**src/rtl/mul8_seq.sv**
```systemverilog
// mul8_seq: sequential shift-and-add unsigned multiplier, one iteration per cycle
module mul8_seq #(
    parameter int WIDTH = 8
) (
    input  logic               clk,
    input  logic               res,
    input  logic               start,
    input  logic [WIDTH-1:0]   a,
    input  logic [WIDTH-1:0]   b,
    output logic               busy,
    output logic               done,
    output logic [2*WIDTH-1:0] p
);
    localparam int CW = (WIDTH > 1) ? $clog2(WIDTH) : 1;
    localparam logic [CW-1:0] LAST = CW'(WIDTH - 1);

    typedef enum logic [1:0] {IDLE, RUN, DONE} state_t;

    state_t             state, state_nx;
    logic [2*WIDTH-1:0] mcand, acc, sum;
    logic [WIDTH-1:0]   mplr;
    logic [CW-1:0]      cnt;
    logic               last;

    // next state, per-iteration sum and status outputs decoded from the state register
    always_comb begin
        sum      = acc + (mplr[0] ? mcand : '0);
        last     = (state == RUN) && (cnt == LAST);
        state_nx = (state == IDLE) ? (start ? RUN : IDLE) :
                   (state == RUN)  ? (last ? DONE : RUN) : IDLE;
        busy     = (state == RUN);
        done     = (state == DONE);
    end

    // state register
    always_ff @(posedge clk) begin
        if (res) state <= IDLE;
        else     state <= state_nx;
    end

    // datapath: load operands on accept, shift/add while running, capture product on the last iteration
    always_ff @(posedge clk) begin
        if (res) begin
            mcand <= '0;
            mplr  <= '0;
            acc   <= '0;
            cnt   <= '0;
            p     <= '0;
        end else if (state == IDLE && start) begin
            mcand <= {{WIDTH{1'b0}}, a};
            mplr  <= b;
            acc   <= '0;
            cnt   <= '0;
        end else if (state == RUN) begin
            acc   <= sum;
            mcand <= mcand << 1;
            mplr  <= mplr >> 1;
            cnt   <= cnt + CW'(1);
            if (last) p <= sum;
        end
    end
endmodule

```
**config.mk**
```make
export PLATFORM = sky130hd
export DESIGN_NAME = mul8_seq
export DESIGN_NICKNAME = d
export VERILOG_FILES = /design/src/rtl/mul8_seq.sv
export SDC_FILE = /design/constraint.sdc
export NUM_CORES = 1
export LEC_CHECK = 0
export CORE_MARGIN = 5
export CORE_UTILIZATION = 45
export CTS_BUF_LIST = sky130_fd_sc_hd__clkbuf_8
export DETAILED_ROUTE_END_ITERATION = 12
export PLACE_DENSITY = 0.75
export SLEW_MARGIN = 20
export SYNTH_ARGS = -nofsm -noshare
export SYNTH_HDL_FRONTEND = slang
export SYNTH_SLANG_ARGS = --single-unit
export TNS_END_PERCENT = 100
```
**constraint.sdc**
```tcl
create_clock -name clk -period 2.1 [get_ports clk]
set_input_delay 0.42 -clock clk [delete_from_list [all_inputs] [get_ports clk]]
set_output_delay 0.42 -clock clk [all_outputs]
set_load 0.005 [all_outputs]
```
# Word-level counts from Yosys, hierarchy flattened
# Cells that the tools add are included.
# W data, S select, Z words.
dict set report op_classes {
  reduce_logical 6
  n_mux 9
  n_eq_ne 3
  n_bitwise 1
  addsub 2
}
# cell n
set ops {}
lappend ops {{$mux W8} 4}
lappend ops {{$add A16 B16 Y16} 1}
lappend ops {{$mux W16} 1}
lappend ops {{$mux W2} 3}
lappend ops {{$add A3 B1 Y3 const B} 1}
lappend ops {{$eq A3 B3 Y1 const B} 1}
lappend ops {{$reduce_and A3 Y1} 1}
lappend ops {{$eq A2 B1 Y1 const B} 1}
lappend ops {{$eq A2 B2 Y1 const B} 1}
lappend ops {{$logic_and A1 B1 Y1} 2}
lappend ops {{$logic_not A2 Y1} 1}
lappend ops {{$reduce_bool A2 Y1} 1}
lappend ops {{$reduce_or A2 Y1} 1}
lappend ops {{$mux W1} 1}
lappend ops {{$not A1 Y1} 1}
dict set report word_totals {
  out_inout_bits 18
  ff_bits 61
  elab_cells 28
  input_bits 19
}

# Logic depth before layout (Yosys ltp)
# Gate-level depths: netlist of the first run.
dict set report depth {
  word_depth 5
  mapped_depth 11
}

# Worst setup path before layout of the first run
# Ideal clock, no wire load.
dict set report synth_path {
  kind {register -> register}
  start {reg mplr[0]}
  end {reg acc[12]}
  stages_incl_launch_ff 12
  path_buffers 1
  setup_slack_ns -0.243
  arrival_time_ns 2.273
  path_cell_list {dfxtp_1 clkbuf_1 and2_1 ha_1 fa_1 a21oi_1 o211a_1 o211ai_1 a31oi_1 xnor2_1 nand2_1 a21oi_1}
}
dict set report synth_between {
  elab_chain_cells 2
}
# element line_no
set synth_rtl {}
lappend synth_rtl {{start: declaration} 21} ;# logic [WIDTH-1:0] mplr;
lappend synth_rtl {{start signal: assignment} 57} ;# mplr <= mplr >> 1;
lappend synth_rtl {{$mux W16} 27} ;# sum = acc + (mplr[0] ? mcand : '0);
lappend synth_rtl {{$add A16 B16 Y16} 27}
lappend synth_rtl {{end signal: assignment} 55} ;# acc <= sum;
lappend synth_rtl {{end: declaration} 20} ;# logic [2*WIDTH-1:0] mcand, acc, sum;
# No other way between the ends.
# A chain may end at the register's enable or synchronous reset.

# Worst setup path in the final report of the first run
dict set report layout_path {
  start {reg mplr[0]}
  end {reg p[12]}
}
dict set report layout_between {
  elab_chain_cells 2
}
# element line_no
set layout_rtl {}
lappend layout_rtl {{$mux W16} 27}
lappend layout_rtl {{$add A16 B16 Y16} 27}
lappend layout_rtl {{end signal: assignment} 59} ;# if (last) p <= sum;
lappend layout_rtl {{end: declaration} 12} ;# output logic [2*WIDTH-1:0] p
# No other way between the ends.

==> results by group, run 1 <==
Setup path
  • Ordered cell list for the critical path: and2_1 > ha_4 > nand2_2 > buf_4 > o211a_4 > o211ai_1 > a31oi_1 > xnor2_1 > nand2_1 > a21oi_2
  • Data required, critical path: 2380 ps
  • WP buf/inv: 1
  • Setup crit end kind: flip-flop
  • Critical Setup Path Class: flip-flop to flip-flop
  • Critical Path Fanout Max: 8
  • Crit path DAT: 2590 ps
  • CP Launch Type: flip-flop
  • CP max stage cell: dfxtp_4
  • Crit-path max cell delay: 370 ps
  • Delay-heaviest family, CP: compound AO/OA/AOI/OAI gates
  • R2R setup slack: -210 ps

Drt
  • Vias per cell: 5.39
  • Residual DRC: 0
  • 1st-iter DRT viols: 141
  • Wire per inst: 15.2 um
  • Number of routed nets with antenna violations: 0
  • Via count: 3022
  • Drt pass-1 iters: 4
  • Final Routed Wirelength: 8530 um

Power
  • Clock power frac: 39.0%
  • Total power: 2.54 mW
  • Peak VDD IR: 0.288 mV
  • Switching power total: 658 uW
  • Flop pwr share: 48.1%
  • Power per standard cell area: 577 mW/mm^2
  • Switching Fraction: 25.9%
  • Share of power burned in combinational logic: 12.9%
  • Cell internal pwr: 1.88 mW
  • P_leak: 1.69 nW

Flow run
  • Max cap viols: 0

STA
  • Slew headroom: 61.7%
  • Worst slew pin tran: 574 ps
  • Final setup violation count: 16
  • Final worst setup slack: -209 ps
  • Max Slew Vio Count: 0
  • RSZ-0062 raised after global routing: true
  • Fmax: 0.433 GHz
  • Post-layout min period: 2310 ps
  • Clock Skew: 10.1 ps
  • Final critical-path share of the clock period: 110%
  • Final hold viol count: 0

Global routing
  • Grt ovf: 0
  • Number of antenna violations at the first check in global routing: 0
  • First-pass GRT wire length: 13900 um
  • Largest net degree at the start of global routing: 28
  • Tot GR Track Use: 20.1%
  • Vias in the first global route: 2877

Yosys
  • FF+latch count, synth: 61
  • Ranking of synthesized cells by area: dfxtp_1 (39%), nand2_1 (9.2%), ha_1 (6.8%)
  • Compound-Gate Fraction of Synth Area: 21.7%
  • Yosys warns: 0
  • Top cells by count, synth: nand2_1 (77), dfxtp_1 (61), a21oi_1 (42), nor2_1 (23), ha_1 (17)
  • Main combinational cell family by area after synthesis: compound AO/OA/AOI/OAI gates
  • Most frequent cell after synthesis: nand2_1
  • Seq/Total Area, Yosys: 39.1%
  • Synth top area share: 39.1%
  • Syn Inst Count: 382
  • Netlist cell types: 51
  • Ys flop type: dfxtp_1
  • Syn Std Cell Area: 0.00313 mm^2
  • Post-synthesis mux area share: 0.640%
  • XOR/XNOR share of the synthesized area: 3.92%
  • Ys async rst share: 0%
  • Synth Area per Inst: 8.19 um^2
  • Synth area leader: dfxtp_1
  • Syn_nets: 419
  • Simple-Gate Fraction of Synth Area: 20.6%
  • Synth Area in Adders: 7.44%
  • EDFF count, synth: 0

Status
  • Failing checks: negative setup slack
  • Status: complete, but fails checks

Clocking
  • CTS tree: yes
  • CTS root buf: clkbuf_8
  • Clk buf depth: 2
  • Cts hold-fix bufs: 0
  • Clock-pin slew on the worst setup and hold paths: 70 ps
  • CTS buffer count: 9
  • Clock Latency Late Sink: 350 ps
  • H-tree depth: 3
  • CTS sink cnt: 61

Floorplanning
  • Rows: 30
  • Die area: 0.00872 mm^2
  • Chip height: 93.4 um
  • # IOs: 37
  • Initial Util: 46.0%
  • Core box area: 0.00679 mm^2
  • Die width: 93.4 um

Placement
  • Placed insts: 536
  • GP Congestion: 0.944
  • IO buf count: 36
  • Post-DP HPWL: 5850 um
  • Post-DP Area: 0.00393 mm^2

Final layout
  • Final std cells w/o fill: 561
  • Synthesis-to-layout area growth: 40.8%
  • Share of cells above drive strength 1: 27.3%
  • Post-layout instance area: 0.00440 mm^2
  • Fin util: 64.8%
  • ANT cells: 0
  • Nets: 498

Min path
  • Type of the most critical hold path: flip-flop to flip-flop
-- kinds of logic (layout without fill, tap and decap cells) --
logic type,Yosys count,count (layout)
AO/OA/AOI/OAI,105,105
AND/OR/NAND/NOR,140,140
adder cells (fa/ha/maj),18,18
buffers and inverters,42,125
flip-flops,61,61
XOR/XNOR,14,14
multiplexers,2,2
-- repair_timing --
| item | in CTS | in global routing |
|---|---|---|
| pin swaps | 26 | 23 |
| setup endpoints to repair | 21 | 23 |
| gates resized for setup | 18 | 28 |
| setup buffers | 5 | 5 |
-- worst reg2reg max path, cell delays in order, from the launching register on --
cell and delay [ps]:
dfxtp_4 370, and2_1 190, ha_4 300, nand2_2 80, buf_4 150, o211a_4 260
o211ai_1 230, a31oi_1 150, xnor2_1 250, nand2_1 100, a21oi_2 150
-- metrics by stage --
stage / hold slack [ps] / setup TNS (ps) / setup WS (ps)
floorplan: 429 / -147 / -45.2
global placement: 440 / -1230 / -161
detailed placement: 447 / -1890 / -195
CTS: 455 / -1180 / -170
global route: 475 / -3580 / -306
finish: 453 / -1140 / -209
-- power groups by stage --
stage / clock network, mW / registers [mW] / logic [mW]
floorplan: 0 / 1.24 / 0.172
global placement: 0 / 1.25 / 0.290
detailed placement: 0 / 1.25 / 0.297
CTS: 1.00 / 1.22 / 0.310
global route: 1.05 / 1.22 / 0.358
finish: 0.992 / 1.22 / 0.327
-- layout make-up --
cell class | count | area [um^2]
Clock buffer | 9 | 124
Clock inverter | 6 | 56.3
Fill cell | 547 | 2390
Inverter | 18 | 67.6
Multi-Input combinational cell | 279 | 2000
Sequential cell | 61 | 1220
Tap cell | 96 | 120
Timing Repair Buffer | 92 | 805
-- sequential cells by signal (all words and copies together), names as in the netlist --
name,cells
acc,16
mcand,16
p,16
mplr,8
cnt,3
state,2
-- path summary, 6_finish.rpt --
check,from,endpoint,depth (start not counted)
worst max-delay path,mplr[0],p[12],10
worst min-delay path,p[7],p[7],2
worst max register to register,mplr[0],p[12],10
worst min register to register,p[7],p[7],2
-- cell usage in the layout (no fill, tap or decap), drive strengths merged, types with 2 or more instances in the layout --
master	instances
a211oi	7
and2	17
a22oi	2
nand4b	2
a221oi	13
o22ai	15
clkbuf	9
clkdlybuf4s50	36
nand4	2
nor2	23
clkinv	3
xor2	5
a21o	3
nor3b	2
nand3	3
nand2	79
o211ai	4
mux2i	2
xnor2	9
dfxtp	61
a31oi	2
nor3	4
buf	56
ha	17
a21oi	44
o21ai	11
and3	2
inv	19
-- routing by layer --
metal  GRT usage (%)  part of all wire, %
met5               0                    0
met4            6.72                  1.6
met3            4.75                  4.6
met1            26.2                   45
met2            32.8                   49
No activity file was read; power rests on OpenSTA's default activity.
==> inputs of run 2 (changes only) <==
--- a/config.mk
+++ b/config.mk
@@ -10,6 +10,7 @@
 export CTS_BUF_LIST = sky130_fd_sc_hd__clkbuf_8
 export DETAILED_ROUTE_END_ITERATION = 12
 export PLACE_DENSITY = 0.75
+export RECOVER_POWER = 25
 export SLEW_MARGIN = 20
 export SYNTH_ARGS = -nofsm -noshare
 export SYNTH_HDL_FRONTEND = slang
==> run 2 against run 1 <==
Die area stayed put. Sequential share of layout area hardly changed. Maximum frequency is 0.37% lower. Sequential power hardly changed. Critical path depth stayed put. The flow still finishes with violations (negative setup slack). Cell area is 0.17% lower. Clock power hardly changed. Critical endpoint unchanged.
==> results by group, run 2 (synthesized netlist as in run 1, its figures left out) <==
Setup path
  • Data required, critical path: 2380 ps
  • WP buf/inv: 1
  • Delay-heaviest family, CP: compound AO/OA/AOI/OAI gates
  • Critical Setup Path Class: flip-flop to flip-flop
  • CP max stage cell: dfxtp_4
  • Critical Path Fanout Max: 8
  • Crit path DAT: 2600 ps
  • Crit-path max cell delay: 370 ps
  • CP Launch Type: flip-flop
  • Ordered cell list for the critical path: and2_1 > ha_4 > nand2_2 > buf_4 > o211a_4 > o211ai_1 > a31oi_1 > xnor2_1 > nand2_1 > a21oi_2
  • Setup crit end kind: flip-flop

Global routing
  • Vias in the first global route: 2877
  • Grt ovf: 0
  • Number of antenna violations at the first check in global routing: 0
  • Largest net degree at the start of global routing: 28
  • Tot GR Track Use: 20.1%
  • First-pass GRT wire length: 13900 um

STA
  • Final worst setup slack: -218 ps
  • RSZ-0062 raised after global routing: true
  • Fin Setup TNS: -1170 ps
  • Worst slew pin tran: 572 ps
  • Post-layout min period: 2320 ps
  • Final hold viol count: 0
  • Final setup violation count: 16
  • Max Slew Vio Count: 0
  • Final critical-path share of the clock period: 110%
  • Fmax: 0.431 GHz
  • Clock Skew: 9.24 ps
  • Slew headroom: 61.9%

Clocking
  • CTS sink cnt: 61
  • Clock Latency Late Sink: 350 ps
  • Clk buf depth: 2
  • Clock-pin slew on the worst setup and hold paths: 70 ps
  • H-tree depth: 3
  • Cts hold-fix bufs: 0
  • CTS buffer count: 9
  • CTS root buf: clkbuf_8
  • CTS tree: yes

Drt
  • Drt pass-1 iters: 4
  • Via count: 3038
  • 1st-iter DRT viols: 141
  • Wire per inst: 15.3 um
  • Residual DRC: 0
  • Final Routed Wirelength: 8560 um
  • Vias per cell: 5.42
  • Number of routed nets with antenna violations: 0

Final layout
  • Fin util: 64.7%
  • Share of cells above drive strength 1: 26.7%
  • Final std cells w/o fill: 561
  • Largest registers: acc (16), mcand (16), p (16)
  • Most frequent cells in the layout: nand2_1 (75), dfxtp_1 (60), buf_4 (50), clkdlybuf4s50_1 (36), a21oi_1 (33)
  • ANT cells: 0
  • Synthesis-to-layout area growth: 40.5%
  • Nets: 498
  • Post-layout instance area: 0.00439 mm^2
  • Most common cell after layout, fill and taps aside: nand2_1

Floorplanning
  • Core box area: 0.00679 mm^2
  • Rows: 30
  • Die width: 93.4 um
  • Initial Util: 46.0%
  • # IOs: 37
  • Die area: 0.00872 mm^2
  • Chip height: 93.4 um

Placement
  • GP Congestion: 0.944
  • Post-DP HPWL: 5850 um
  • Post-DP Area: 0.00393 mm^2
  • Placed insts: 536
  • IO buf count: 36

Power
  • Peak VDD IR: 0.289 mV
  • Power per standard cell area: 578 mW/mm^2
  • P_leak: 1.68 nW
  • Total power: 2.54 mW

Status
  • Status: complete, but fails checks
  • Failing checks: negative setup slack

Min path
  • Type of the most critical hold path: flip-flop to flip-flop

Flow run
  • Max cap viols: 0
run 2: repair_timing:
item,4_1_cts,5_1_grt
hold endpoints to repair,0,0
endpoints found under the setup margin,21,23
setup buffers,5,5
resized for setup,18,28
pin swaps,26,23
run 2: report_power, final:
group / switching, mW / internal (mW)
clock: 0.462 / 0.530
sequential: 0.0265 / 1.19
combinational: 0.169 / 0.156
total: 0.658 / 1.88
run 2: final timing paths:
kind | start | slack, ps | depth (start not counted) | end
worst min register to register | p[3] | 450 | 2 | p[3]
worst max register to register | mplr[0] | -220 | 10 | p[12]
worst max-delay path | mplr[0] | -220 | 10 | p[12]
worst min-delay path | p[3] | 450 | 2 | p[3]
run 2: tightest hold or removal path, delay by kind of cell (launching register included):
family	cells	cell delay (ps)
compound gates	1	50
flops	1	310
simple gates	1	50
run 2: routing by layer:
metal  wire, um  vias up  global-route usage, %
li1           -     1491                      -
met4        135        0                   6.72
met1       3850     1451                   26.2
met5          0        -                      0
met3        438       13                   4.75
met2       4130       83                   32.8
run 2: per-stage QoR:
| step | worst slack [ps] | hold WS (ps) |
|---|---|---|
| 6_report | -218 | 454 |
| 4_1_cts | -170 | 455 |
| 2_1_floorplan | -45.2 | 429 |
| 5_1_grt | -306 | 475 |
| 3_3_place_gp | -161 | 440 |
| 3_5_place_dp | -195 | 447 |
run 2: cell type report:
cell class,instances,area (um^2)
multi-input cells,279,2000
well taps,96,120
inverters,18,67.6
repair buffers,92,797
clock buffers,9,124
clock inverters,6,56.3
flip-flops and latches,61,1220
fillers,551,2400
